--- config.mk ---
export PLATFORM = sky130hd
export DESIGN_NAME = sprite_sched
export DESIGN_NICKNAME = d
export VERILOG_FILES = /design/src/rtl/sprite_sched.sv
export SDC_FILE = /design/constraint.sdc
export NUM_CORES = 1
export LEC_CHECK = 0
export BUFFER_PORTS_ARGS = -buffer_cell sky130_fd_sc_hd__buf_4
export CORE_ASPECT_RATIO = 0.7
export CORE_UTILIZATION = 58
export CTS_CLUSTER_SIZE = 10
export DETAILED_ROUTE_END_ITERATION = 8
export PLACE_DENSITY = 0.74
export SLEW_MARGIN = 20
export SYNTH_ARGS = -nofsm -noshare
export SYNTH_HDL_FRONTEND = slang
export SYNTH_SLANG_ARGS = --single-unit
--- constraint.sdc ---
create_clock -name clk -period 53.5 [get_ports clk]
set_clock_uncertainty 0.2 [all_clocks]
set_input_delay 8.025 -clock clk [delete_from_list [all_inputs] [get_ports clk]]
set_output_delay 8.025 -clock clk [all_outputs]
set_load 0.005 [all_outputs]
--- src/rtl/sprite_sched.sv ---
// sprite_sched: each line, picks the first NUM_ENG vertically visible objects for the sprite engines.
// Optional macro SPRITE_SCHED_STATS_EN adds the per-frame ovf_lines counter output.
module sprite_sched #(
  parameter int CORDW      = 16,
  parameter int NUM_OBJ    = 8,
  parameter int NUM_ENG    = 2,
  parameter int SPR_HEIGHT = 8,
  parameter int SPR_SCALE  = 0,
  parameter int PARK_Y     = -1024,
  localparam int IW = $clog2(NUM_OBJ),
  localparam int CW = $clog2(NUM_ENG + 1)
) (
  input  logic                     clk,
  input  logic                     rst,
  input  logic                     frame,
  input  logic                     sched,
  input  logic signed [CORDW-1:0]  sy_next,
  input  logic                     line,
  input  logic                     wr_en,
  input  logic [IW-1:0]            wr_obj,
  input  logic signed [CORDW-1:0]  wr_x,
  input  logic signed [CORDW-1:0]  wr_y,
  input  logic                     wr_vis,
  output logic [NUM_ENG*CORDW-1:0] eng_x,
  output logic [NUM_ENG*CORDW-1:0] eng_y,
  output logic [NUM_ENG*IW-1:0]    eng_obj,
  output logic [NUM_ENG-1:0]       eng_valid,
  output logic                     overflow,
  output logic                     late,
  output logic                     busy
`ifdef SPRITE_SCHED_STATS_EN
  , output logic [15:0]            ovf_lines
`endif
);

  localparam logic signed [CORDW-1:0] PARK = CORDW'(PARK_Y);
  localparam logic signed [CORDW-1:0] HGT  = CORDW'(SPR_HEIGHT);

  typedef enum logic [1:0] {IDLE = 2'd0, SCAN = 2'd1, DONE = 2'd2} state_t;
  state_t state, state_next;

  logic signed [CORDW-1:0] sh_x  [NUM_OBJ];
  logic signed [CORDW-1:0] sh_y  [NUM_OBJ];
  logic [NUM_OBJ-1:0]      sh_vis;
  logic signed [CORDW-1:0] act_x [NUM_OBJ];
  logic signed [CORDW-1:0] act_y [NUM_OBJ];
  logic [NUM_OBJ-1:0]      act_vis;
  logic                    pend, do_commit;

  logic signed [CORDW-1:0] ny;
  logic [IW-1:0]           idx;
  logic [CW-1:0]           count;
  logic signed [CORDW-1:0] wk_x   [NUM_ENG];
  logic signed [CORDW-1:0] wk_y   [NUM_ENG];
  logic [IW-1:0]           wk_obj [NUM_ENG];
  logic [NUM_ENG-1:0]      wk_valid;
  logic                    wk_ovf;

  logic signed [CORDW-1:0] cur_x, cur_y, d;
  logic                    cur_vis, hit, last_obj;

  // A frame arriving outside IDLE waits here; repeats collapse into one commit.
  assign do_commit = (frame | pend) & (state == IDLE);
  assign busy      = (state == SCAN);

  always_ff @(posedge clk or posedge rst) begin
    if (rst) begin
      for (int i = 0; i < NUM_OBJ; i++) begin
        sh_x[i]  <= '0;
        sh_y[i]  <= '0;
        act_x[i] <= '0;
        act_y[i] <= '0;
      end
      sh_vis  <= '0;
      act_vis <= '0;
      pend    <= 1'b0;
    end else begin
      pend <= do_commit ? 1'b0 : (pend | frame);
      for (int i = 0; i < NUM_OBJ; i++) begin
        if (wr_en && wr_obj == IW'(i)) begin
          sh_x[i]   <= wr_x;
          sh_y[i]   <= wr_y;
          sh_vis[i] <= wr_vis;
        end
        // Same-cycle write bypasses the shadow so the commit includes it.
        if (do_commit) begin
          if (wr_en && wr_obj == IW'(i)) begin
            act_x[i]   <= wr_x;
            act_y[i]   <= wr_y;
            act_vis[i] <= wr_vis;
          end else begin
            act_x[i]   <= sh_x[i];
            act_y[i]   <= sh_y[i];
            act_vis[i] <= sh_vis[i];
          end
        end
      end
    end
  end

  always_comb begin
    cur_x   = '0;
    cur_y   = '0;
    cur_vis = 1'b0;
    for (int i = 0; i < NUM_OBJ; i++) begin
      cur_x   = cur_x   | (act_x[i] & {CORDW{idx == IW'(i)}});
      cur_y   = cur_y   | (act_y[i] & {CORDW{idx == IW'(i)}});
      cur_vis = cur_vis | (act_vis[i] & (idx == IW'(i)));
    end
    d        = (ny - cur_y) >>> SPR_SCALE;
    hit      = cur_vis & ~d[CORDW-1] & (d < HGT);
    last_obj = (idx == IW'(NUM_OBJ - 1));
  end

  always_comb begin
    state_next = state;
    case (state)
      IDLE:    state_next = sched ? SCAN : IDLE;
      SCAN:    state_next = sched ? SCAN : (line ? IDLE : (last_obj ? DONE : SCAN));
      DONE:    state_next = sched ? SCAN : (line ? IDLE : DONE);
      default: state_next = IDLE;
    endcase
  end

  always_ff @(posedge clk or posedge rst) begin
    if (rst) state <= IDLE;
    else     state <= state_next;
  end

  // Work slots: cleared by each new scan and by each publish, filled in index order.
  always_ff @(posedge clk or posedge rst) begin
    if (rst) begin
      ny       <= '0;
      idx      <= '0;
      count    <= '0;
      wk_valid <= '0;
      wk_ovf   <= 1'b0;
      for (int k = 0; k < NUM_ENG; k++) begin
        wk_x[k]   <= '0;
        wk_y[k]   <= '0;
        wk_obj[k] <= '0;
      end
    end else if (sched) begin
      ny       <= sy_next;
      idx      <= '0;
      count    <= '0;
      wk_valid <= '0;
      wk_ovf   <= 1'b0;
    end else if (line) begin
      idx      <= '0;
      count    <= '0;
      wk_valid <= '0;
      wk_ovf   <= 1'b0;
    end else if (state == SCAN) begin
      idx <= last_obj ? '0 : idx + 1'b1;
      if (hit) begin
        for (int k = 0; k < NUM_ENG; k++) begin
          if (count == CW'(k)) begin
            wk_x[k]     <= cur_x;
            wk_y[k]     <= cur_y;
            wk_obj[k]   <= idx;
            wk_valid[k] <= 1'b1;
          end
        end
        if (count == CW'(NUM_ENG)) wk_ovf <= 1'b1;
        else                       count  <= count + 1'b1;
      end
    end
  end

  always_ff @(posedge clk or posedge rst) begin
    if (rst) begin
      for (int k = 0; k < NUM_ENG; k++) begin
        eng_x[k*CORDW +: CORDW] <= '0;
        eng_y[k*CORDW +: CORDW] <= PARK;
        eng_obj[k*IW +: IW]     <= '0;
      end
      eng_valid <= '0;
      overflow  <= 1'b0;
      late      <= 1'b0;
    end else if (line) begin
      for (int k = 0; k < NUM_ENG; k++) begin
        eng_x[k*CORDW +: CORDW] <= wk_valid[k] ? wk_x[k] : '0;
        eng_y[k*CORDW +: CORDW] <= wk_valid[k] ? wk_y[k] : PARK;
        eng_obj[k*IW +: IW]     <= wk_valid[k] ? wk_obj[k] : '0;
      end
      eng_valid <= wk_valid;
      overflow  <= wk_ovf;
      late      <= (state == SCAN);
    end
  end

`ifdef SPRITE_SCHED_STATS_EN
  always_ff @(posedge clk or posedge rst) begin
    if (rst)                                            ovf_lines <= 16'd0;
    else if (frame)                                     ovf_lines <= (line && wk_ovf) ? 16'd1 : 16'd0;
    else if (line && wk_ovf && ovf_lines != 16'hFFFF)   ovf_lines <= ovf_lines + 16'd1;
  end
`endif

endmodule
Word-level counts from Yosys, hierarchy flattened:

Index checks and enable logic that the tools add are counted.

* word-level logic and storage cells: 210
* bits in registers: 699

* add/sub/neg operators: 3
* reduce and logical (&&, ||, !) cells: 23
* muxes and demuxes: 58
* order comparisons: 1
* bitwise gates (word level): 52
* equal/unequal tests: 19

Operators with widths (count)
* $mux W16: 20
* $and A16 B16 Y16: 16
* $or A16 B16 Y16: 14
* $mux W2: 14
* $eq A3 B3 Y1 const B: 8
* $mux W3: 6
* $mux W1: 17
* $lt A16 B5 Y1 const B: 1
* $sub A16 B16 Y16: 1
* $reduce_bool A3 Y1: 5
* $eq A3 B2 Y1 const B: 4
* $reduce_and A3 Y1: 4
* $and A1 B1 Y1: 11
* $reduce_and A5 Y1: 2
* $logic_and A1 B1 Y1: 8
* $or A1 B1 Y1: 8
* $eq A3 B1 Y1 const B: 2
* $logic_not A3 Y1: 2
* $pmux W2 S3: 1
* $eq A2 B1 Y1 const B: 2
* $eq A2 B2 Y1 const B: 2
* $logic_not A2 Y1: 2
* $add A3 B1 Y3 const B: 1
* $ne A3 B3 Y1 const B: 1
* other kinds (2): 4

Depth between registers and ports, before layout:

Gate-level depths: netlist of the first run.

* depth after elaboration: 17
* gate-level depth with buffers: 21

Least setup slack after synthesis of the first run:

Ideal clock, no wire load.

* kind: input -> register
* start point: input port wr_obj[2]
* end point: register act_x[80] (netlist name)
* cell stages on the path: 6
* library setup time: 0.125 ns
* arrival time: 9.819 ns
* slack: 43.356 ns
* buffers on the path: 2
* data required time: 53.175 ns
* path through: clkbuf_1 > nand2b_1 > nor3b_1 > clkbuf_1 > mux2_2 > mux2_2

* longest elaborated chain between the ends: 3

RTL lines
* start: declaration: RTL line 20 `input logic [IW-1:0] wr_obj,`
* $eq A3 B2 Y1: RTL line 87 `if (wr_en && wr_obj == IW'(i)) begin`
* $logic_and A1 B1 Y1: RTL line 87
* $mux W16
* end signal: indexed assignment: RTL line 88 `act_x[i] <= wr_x;`
* end signal: indexed assignment: RTL line 92 `act_x[i] <= sh_x[i];`
* end: declaration: RTL line 45 `logic signed [CORDW-1:0] act_x [NUM_OBJ];`

Every way passes these cells.
A chain may end at the register's enable or synchronous reset.

Worst setup path in the final report of the first run:

* start point: input port frame
* end point: register act_x[82] (netlist name)

* longest elaborated chain between the ends: 2

RTL lines
* start: declaration: RTL line 15 `input logic frame,`
* $or A1 B1 Y1: RTL line 63 `assign do_commit = (frame | pend) & (state == IDLE);`
* $and A1 B1 Y1: RTL line 63

Every way passes these cells.

==> results.json, run 1 <==
{
  "synth_seq_cells": 699,
  "use_met2": 0.404,
  "ys_top_cells_by_area": "dfrtp_1 59%, mux2_2 25%, inv_1 1.4%",
  "yosys.area_share.simple": 0.0274,
  "worstSetupPathType": "in2reg",
  "synth-xor-area-share": 0.00151,
  "muxShareOfSynthArea": 0.269,
  "cts_made_buffers": 79,
  "setup_viol": 0,
  "fill_cells": 3420,
  "core_sq_um": 49300,
  "min_period_over_period": 0.190,
  "via_per_inst": 5.94,
  "rsz0062_at_grt": "false",
  "area_growth_pct": 13.5,
  "finalInstanceArea_sq_um": 32800,
  "die_w_microns": 269,
  "use_met1": 0.386,
  "crit_path_max_fanout": 79,
  "period_needed_ns": 10.18,
  "fin_tns_setup_ns": 0,
  "synth_top_cell_by_area": "dfrtp_1",
  "power.leakage_nw": 14.9,
  "synthesis.nets": 2112,
  "cts_sinks": 699,
  "overflow": 0,
  "post_dp_cell_area_sq_um": 30600,
  "async_flop_share": 1.00,
  "slew_headroom": 0.210,
  "postCtsSetupBuffers": 0,
  "grt_use_met3": 0.0585,
  "synthCells": 2033,
  "synth_area_sq_um": 28900,
  "num_antenna_cells": 0,
  "irDropWorstVdd_v": 0.0000261,
  "port_buffers": 132,
  "ff2ff_path_depth": 17,
  "fp.dieH_microns": 189,
  "yosysWarnings": 0,
  "globalplace.congestion": 0.880,
  "netlist-cell-type-count": 61,
  "ant_nets": 0,
  "synth_edf_count": 0,
  "drt_iter0_markers": 1443,
  "ios": 133,
  "grt_pass1_wl_microns": 103000,
  "crit_chain": "buf_4, o21ai_4, buf_4, buf_4, mux2_2",
  "final_layout_size_suffix_gt1_frac": 0.429,
  "num-nets-final": 2245,
  "cts_hold_buf": 0,
  "cts_resized": 0,
  "fmaxAchievable_mhz": 98.3,
  "grt.busiest_layer": "met2",
  "seq_area_frac_synth": 0.605,
  "start_util": 0.587,
  "post_drt_wl_per_cell_microns": 22.6,
  "grt_pass1_vias": 17900,
  "synth_compound_area_frac": 0.0569,
  "clkLatencyLatePin_ns": 0.62,
  "antenna_found_initial": 0,
  "dieArea_sq_um": 50800,
  "final_hold_viol_count": 0,
  "grt_max_degree": 201,
  "cts_tree": "built",
  "cpMostUsedCell": "buf_4",
  "critPathSlowestCell": "buf_4",
  "cts.htree.levels": 3,
  "start_kind": "input pin",
  "clock_path_buffers": 3,
  "synth_top_family_by_area": "multiplexers",
  "slowest_delay_ns": 0.93,
  "worstPathArrival_ns": 10.46,
  "synthAdderAreaFrac": 0.00909,
  "rows": 68,
  "status": "finished, final reports clean",
  "end_kind": "flip-flop",
  "cts-root-buf": "clkbuf_16",
  "dp_hpwl_microns": 38000,
  "hp-class": "reg2reg",
  "via_count": 17000,
  "wirelength_microns": 64500,
  "cap_violations": 0,
  "tightest_slew_ns": 1.19,
  "synth_top_area_share": 0.594,
  "grt.total_usage": 0.264,
  "drt_pass1_iterations": 7,
  "p_per_area_nw_per_um2": 44.1,
  "hold_path_depth": 2,
  "synth.avg_cell_area_sq_um": 14.2,
  "synth_ff_type": "dfrtp_1",
  "worstPathRequired_ns": 53.78,
  "clkTransAtPathRegs_ns": 0.06,
  "drc": 0,
  "slew_viol_final": 0
}
-- flip-flops by register name (all words and copies together) (netlist names), 32 cells and up --
register,flops
eng_x,32
act_y,128
wk_y,32
sh_y,128
eng_y,32
sh_x,128
wk_x,32
act_x,128
-- Yosys cell counts (all sizes together), types with 2 or more instances --
cell	instances
a211o	2
a211oi	4
a21o	3
a21oi	30
a221o	2
a221oi	25
a222oi	31
a22o	4
a22oi	17
a31oi	6
a32oi	2
and2	5
buf	22
clkbuf	93
dfrtp	687
dfstp	12
ha	21
inv	111
mux2	655
mux2i	32
nand2	82
nand2b	4
nand3	7
nand3b	3
nand4	6
nand4b	3
nor2	29
nor2b	6
nor3	3
nor3b	4
o2111ai	6
o211ai	4
o21a	2
o21ai	66
o22a	2
o22ai	16
o2bb2ai	2
o311ai	2
or2	3
or3	2
or4	2
xnor2	2
xor2	3
-- cells in the final DEF (no fill, tap or decap), types with 31 or more instances in the layout --
cell,Yosys,layout
inv_1,111,110
mux2i_1,32,32
mux2_2,630,630
dfrtp_1,687,686
nand2_1,82,82
buf_4,0,163
o21ai_0,66,65
a222oi_1,31,31
clkbuf_16,0,84
-- layout make-up --
cell class              instances  area [sq um]  area share
well taps                     665           832      0.0253
inverters                     111           424      0.0129
clock inverters                 2          25.0    0.000762
repair buffers                167          1290      0.0394
multi-input cells            1108         10600       0.322
flip-flops and latches        699         17500       0.533
clock buffers                 102          2170      0.0661
-- through the flow --
| step | setup WS [ns] | power, mW | instances | hold slack, ns | utilization |
|---|---|---|---|---|---|
| after CTS | 43.11 | 1.45 | 2853 | 0.278 | 0.666 |
| after global placement | 42.57 | 0.955 | 2749 | 0.256 | 0.621 |
| after floorplan | 25.69 | 0.898 | 2033 | 0.244 | - |
| final | 43.32 | 1.45 | 2854 | 0.280 | 0.666 |
| after global routing | 42.93 | 1.51 | 2854 | 0.302 | 0.666 |
| after detailed placement | 42.44 | 0.975 | 2749 | 0.266 | 0.621 |
-- worst max-delay path, delay by kind of cell --
| kind | cells | cell delay (ns) |
|---|---|---|
| compound gates | 1 | 0.15 |
| buf+inv | 3 | 1.73 |
| mux | 1 | 0.43 |
-- cell families (layout without fill, tap and decap cells) --
family | Yosys count | in the layout
XOR/XNOR | 5 | 5
flip-flops | 699 | 699
adder cells (fa/ha/maj) | 21 | 21
AO/OA/AOI/OAI | 232 | 232
buffers and inverters | 226 | 382
multiplexers | 687 | 687
AND/OR/NAND/NOR | 163 | 163
-- metal layers --
metal | up-vias | routed length (microns)
met4 | 0 | 1190
met3 | 105 | 3580
li1 | 7511 | -
met5 | - | 0
met2 | 420 | 29700
met1 | 8923 | 30100
-- report_power, final --
part           leakage, nW  switching (mW)  internal, mW
clock                 1.07           0.197         0.280
combinational         5.35           0.131         0.142
sequential            8.53          0.0506         0.647
total                 14.9           0.379          1.07
-- worst paths after layout --
kind	from	end	slack, ns
min in group asynchronous	rst	eng_y[4]	7.35
hold reg to reg	wk_x[12]	eng_x[28]	0.28
hold / removal	wk_x[12]	eng_x[28]	0.28
max in group asynchronous	rst	act_y[74]	43.39
setup / recovery	frame	act_x[82]	43.32
setup reg to reg	idx[2]	wk_x[21]	46.09
Note: power is estimated with default switching activity, not from simulation.
==> run 2: changes to the inputs <==
==> constraint.sdc (replaced) <==
create_clock -name clk -period 9.46 [get_ports clk]
set_clock_uncertainty 0.2 [all_clocks]
set_input_delay 1.419 -clock clk [delete_from_list [all_inputs] [get_ports clk]]
set_output_delay 1.419 -clock clk [all_outputs]
set_load 0.005 [all_outputs]
==> run 2 against run 1 <==
Against the previous run: setup slack got worse by 41 ns; non-clock buffer count fell by 4; highest routed layer unchanged; sequential power rose to 5.7 times the previous value; power rose to 5.6 times the previous value; sequential share of layout area rose by 0.21 points; die area did not move; worst hold slack got worse by 0.0044 ns; flip-flop and latch count did not move; combinational power rose to 5.7 times the previous value; clock-buffer cell count fell by 9; global-route usage rose by 0.078 points; critical path depth rose by 11.
==> results.json, run 2 (synthesized netlist as in run 1, its figures left out) <==
{
  "critPathBufInv": 3,
  "ant_nets": 0,
  "grt_pass1_wl_microns": 102000,
  "dp_hpwl_microns": 39700,
  "period_needed_ns": 7.56,
  "fill_cells": 3458,
  "drt_pass1_iterations": 8,
  "irDropWorstVdd_v": 0.000117,
  "cp.depth": 16,
  "hp-class": "reg2reg",
  "final_cell_mix": "686 x dfrtp_1, 630 x mux2_2, 158 x buf_4, 110 x inv_1, 82 x nand2_1",
  "place_ws_ns": 1.98,
  "cts_made_buffers": 79,
  "cts_hold_buf": 0,
  "cts.htree.levels": 3,
  "power_mw": 8.14,
  "hold-worst-slack_ns": 0.276,
  "post_drt_wl_per_cell_microns": 22.9,
  "num_antenna_cells": 0,
  "setup_viol": 0,
  "core_sq_um": 49300,
  "rows": 68,
  "reg2reg_to": "wk_x[21]",
  "grt_pass1_vias": 17700,
  "grt_max_degree": 193,
  "num-nets-final": 2241,
  "clkLatencyLatePin_ns": 0.62,
  "min_period_over_period": 0.800,
  "via_count": 17000,
  "clkTransAtPathRegs_ns": 0.06,
  "antenna_found_initial": 0,
  "power.leakage_nw": 14.9,
  "tightest_slew_ns": 1.21,
  "critPathSlowestCell": "dfrtp_4",
  "drc": 0,
  "final_util": 0.664,
  "setup_slack_ns": 1.90,
  "p_per_area_nw_per_um2": 249,
  "postCtsSetupBuffers": 0,
  "ios": 133,
  "rsz0062_at_grt": "false",
  "crit_start": "idx[2]",
  "area_growth_pct": 13.1,
  "cts_tree": "built",
  "overflow": 0,
  "drt_iter0_markers": 1311,
  "status": "finished, final reports clean",
  "dieArea_sq_um": 50800,
  "final_common_cell": "dfrtp_1",
  "crit_chain": "inv_1, ha_1, buf_4, a222oi_1, inv_1, a221oi_1, ha_1, a21o_1, a211oi_1, o211ai_1, a2bb2oi_2, a311oi_2, or4_1, a21oi_4, nand4_4, mux2_1",
  "ff2ff_setup_slack_ns": 1.90,
  "wirelength_microns": 65000,
  "slew_headroom": 0.196,
  "start_kind": "flip-flop",
  "slew_viol_final": 0,
  "r2r-start": "idx[2]",
  "cts-root-buf": "clkbuf_16",
  "final_hold_viol_count": 0,
  "critPathCapture": "wk_x[21]",
  "cap_violations": 0,
  "critPathTopFamily": "compound AO/OA/AOI/OAI gates",
  "cts_sinks": 699,
  "stdcell_count": 2842,
  "place_inst": 2746,
  "worstSetupPathType": "reg2reg",
  "worstPathArrival_ns": 7.86,
  "via_per_inst": 5.99,
  "die_w_microns": 269,
  "start_util": 0.587,
  "worstPathRequired_ns": 9.76,
  "port_buffers": 132,
  "ff2ff_path_depth": 16,
  "fmaxAchievable_mhz": 132,
  "end_kind": "flip-flop",
  "clock_path_buffers": 3,
  "globalplace.congestion": 0.861,
  "crit_path_max_fanout": 45,
  "grt.total_usage": 0.265,
  "final_layout_size_suffix_gt1_frac": 0.428,
  "slowest_delay_ns": 0.86,
  "cts_resized": 0,
  "hold_path_depth": 2,
  "fp.dieH_microns": 189
}
==> run 2: stage by stage <==
| step | TNS, ns | area [sq um] |
|---|---|---|
| finish | 0 | 32700 |
| CTS | 0 | 32700 |
| floorplan | -1179.71 | 28900 |
| global route | 0 | 32700 |
| global placement | 0 | 30600 |
| detailed placement | 0 | 30600 |
==> run 2: routing by layer <==
layer	share of wire	routed length, microns	GRT usage
met3	0.051	3290	0.0554
met2	0.45	29400	0.393
met1	0.48	31100	0.401
met5	0	0	0
met4	0.018	1180	0.0636
==> run 2: power by group <==
group	internal, mW	switching [mW]
clock network	1.52	1.10
logic	0.804	0.753
registers	3.66	0.294
==> run 2: worst min-delay path by stage <==
stage,startpoint,endpoint,slack (ns)
floorplan,wk_x[16],eng_x[0],0.24
global placement,wk_x[20],eng_x[4],0.26
detailed placement,wk_x[20],eng_x[4],0.27
CTS,wk_y[10],eng_y[26],0.28
global route,sh_x[37],sh_x[37],0.30
finish,wk_y[10],eng_y[26],0.28
==> run 2: tightest hold or removal path: stages, from the launching register on <==
cell     delay, ns
dfrtp_1       0.35
inv_1         0.07
a21oi_1       0.06
==> run 2: cell type report <==
class,instances,area (sq um),share of cell area
multi-input combinational,1108,10600,0.323
clock buffer,93,2070,0.0634
tap,665,832,0.0254
timing repair buffer,163,1260,0.0385
sequential,699,17500,0.536
inverter,111,420,0.0129
clock inverter,3,37.5,0.00115
==> run 3: changes to the inputs <==
--- a/config.mk
+++ b/config.mk
@@ -7,10 +7,10 @@
 export LEC_CHECK = 0
 export BUFFER_PORTS_ARGS = -buffer_cell sky130_fd_sc_hd__buf_4
 export CORE_ASPECT_RATIO = 0.7
-export CORE_UTILIZATION = 58
+export CORE_UTILIZATION = 55
 export CTS_CLUSTER_SIZE = 10
 export DETAILED_ROUTE_END_ITERATION = 8
-export PLACE_DENSITY = 0.74
+export PLACE_DENSITY = 0.73
 export SLEW_MARGIN = 20
 export SYNTH_ARGS = -nofsm -noshare
 export SYNTH_HDL_FRONTEND = slang
==> constraint.sdc (replaced) <==
create_clock -name clk -period 6.4 [get_ports clk]
set_clock_uncertainty 0.2 [all_clocks]
set_input_delay 0.96 -clock clk [delete_from_list [all_inputs] [get_ports clk]]
set_output_delay 0.96 -clock clk [all_outputs]
set_load 0.005 [all_outputs]
==> run 3 against run 2 <==
Against the previous run: sequential power grew 48%; critical path depth increased by 1; non-clock buffer count grew 12; global-route usage is 0.82 points lower; fmax is 26% higher; combinational power rose by 49%; clock-buffer cell count grew 4; design area grew 0.47%; power rose by 48%; via count is 0.52% higher; critical path type unchanged; largest cell class unchanged; highest routed layer is now met5.
==> results.json, run 3 (synthesized netlist as in run 1, its figures left out) <==
{
  "worstSetupPathType": "reg2reg",
  "reg2reg_to": "wk_x[21]",
  "use_met1": 0.379,
  "grt_pass1_vias": 18000,
  "status": "finished, final reports clean",
  "num_antenna_cells": 0,
  "drt_pass1_iterations": 7,
  "cts_hold_buf": 0,
  "slew_viol_final": 0,
  "final_cell_mix": "686 x dfrtp_1, 630 x mux2_2, 170 x buf_4, 110 x inv_1, 82 x nand2_1",
  "power_mw": 12.1,
  "crit_path_max_fanout": 35,
  "use_met2": 0.380,
  "via_per_inst": 5.97,
  "fill_cells": 3703,
  "grt.busiest_layer": "met2",
  "dieArea_sq_um": 53500,
  "grt_max_degree": 181,
  "start_kind": "flip-flop",
  "cts-root-buf": "clkbuf_16",
  "power.leakage_nw": 15.0,
  "r2r-start": "idx[0]",
  "start_util": 0.564,
  "wirelength_microns": 66700,
  "drt_iter0_markers": 1412,
  "hp-class": "reg2reg",
  "ios": 133,
  "cap_violations": 0,
  "cts_tree": "built",
  "clkLatencyLatePin_ns": 0.62,
  "clock_path_buffers": 3,
  "core_sq_um": 51300,
  "grt_use_met3": 0.0686,
  "final_hold_viol_count": 0,
  "final_util": 0.641,
  "period_needed_ns": 5.99,
  "port_buffers": 132,
  "crit_start": "idx[0]",
  "worstPathArrival_ns": 6.28,
  "rsz0062_at_grt": "false",
  "grt_pass1_wl_microns": 106000,
  "final_layout_size_suffix_gt1_frac": 0.430,
  "dp_hpwl_microns": 40700,
  "slew_headroom": 0.252,
  "overflow": 0,
  "setup_viol": 0,
  "clkTransAtPathRegs_ns": 0.06,
  "grt.total_usage": 0.257,
  "post_dp_cell_area_sq_um": 30700,
  "p_per_area_nw_per_um2": 367,
  "cts.htree.levels": 3,
  "tightest_slew_ns": 1.12,
  "drc": 0,
  "worstPathRequired_ns": 6.69,
  "regArea_sq_um": 17500,
  "cts_made_buffers": 79,
  "multi_input_area_sq_um": 10600,
  "ff2ff_setup_slack_ns": 0.41,
  "num-nets-final": 2253,
  "min_period_over_period": 0.936,
  "end_kind": "flip-flop",
  "cts_sinks": 699,
  "final_common_cell": "dfrtp_1",
  "critPathCapture": "wk_x[21]",
  "post_drt_wl_per_cell_microns": 23.3,
  "globalplace.congestion": 0.913,
  "cts_resized": 0,
  "fp.dieH_microns": 194,
  "fin_tns_setup_ns": 0,
  "fmaxAchievable_mhz": 167,
  "finalInstanceArea_sq_um": 32900,
  "antenna_found_initial": 1,
  "postCtsSetupBuffers": 0,
  "via_count": 17100,
  "irDropWorstVdd_v": 0.000190,
  "area_growth_pct": 13.6,
  "die_w_microns": 276,
  "ant_nets": 0,
  "rows": 69,
  "ff2ff_path_depth": 17
}
## run 3: cell types whose count changed in the layout (fill, tap and decap cells not counted), sizes merged
cell    previous run  this run
buf              163       175
inv              113       111
clkinv             0         2
clkbuf            93        97
## run 3: area by class of cell
cell class	instances	share of cell area
Inverter	111	0.0128
Timing Repair Buffer	175	0.0421
Multi-Input combinational cell	1108	0.322
Clock buffer	97	0.0635
Sequential cell	699	0.533
Clock inverter	3	0.00126
Tap cell	674	0.0257
## run 3: worst max-delay path, cell delays in order (launching register included)
cell and delay [ns]:
dfrtp_1 0.45, ha_1 0.32, ha_1 0.24, buf_4 0.29, a222oi_1 0.50, inv_1 0.17
a221oi_1 0.62, ha_1 0.35, nor2b_1 0.09, o2bb2ai_1 0.12, a2111oi_0 0.37, nor4bb_1 0.36
o2111ai_1 0.17, nor4_1 0.29, and4bb_1 0.46, nand4_4 0.12, buf_4 0.35, mux2_1 0.38
## run 3: through the flow
stage                     instances  hold WS [ns]  setup slack, ns
after floorplan                2033         0.244            -4.32
after global placement         2766         0.257            0.774
after detailed placement       2766         0.264            0.596
after CTS                      2866         0.274            0.529
after global routing           2867         0.301            0.166
final                          2867         0.272            0.411
## run 3: how the worst min path moves through the flow
stage                     slack, ns     start        end  depth (start not counted)
after floorplan                0.24  wk_x[16]   eng_x[0]                          2
after global placement         0.26  wk_x[27]  eng_x[11]                          2
after detailed placement       0.26  wk_x[18]   eng_x[2]                          2
after CTS                      0.27  wk_x[18]   eng_x[2]                          2
after global routing           0.30  sh_x[10]   sh_x[10]                          1
final                          0.27  wk_x[18]   eng_x[2]                          2
## run 3: layer usage
layer / up-vias / wire (microns)
met5: - / 13
met4: 2 / 1220
met3: 93 / 4440
met2: 475 / 29500
met1: 8989 / 31600
li1: 7560 / -
## run 3: report_power, final
part	internal [mW]	total, mW	switching, mW	leakage, nW
clock network	2.26	3.90	1.64	1.04
registers	5.41	5.84	0.433	8.53
logic	1.21	2.32	1.11	5.40
total	8.88	12.1	3.18	15.0
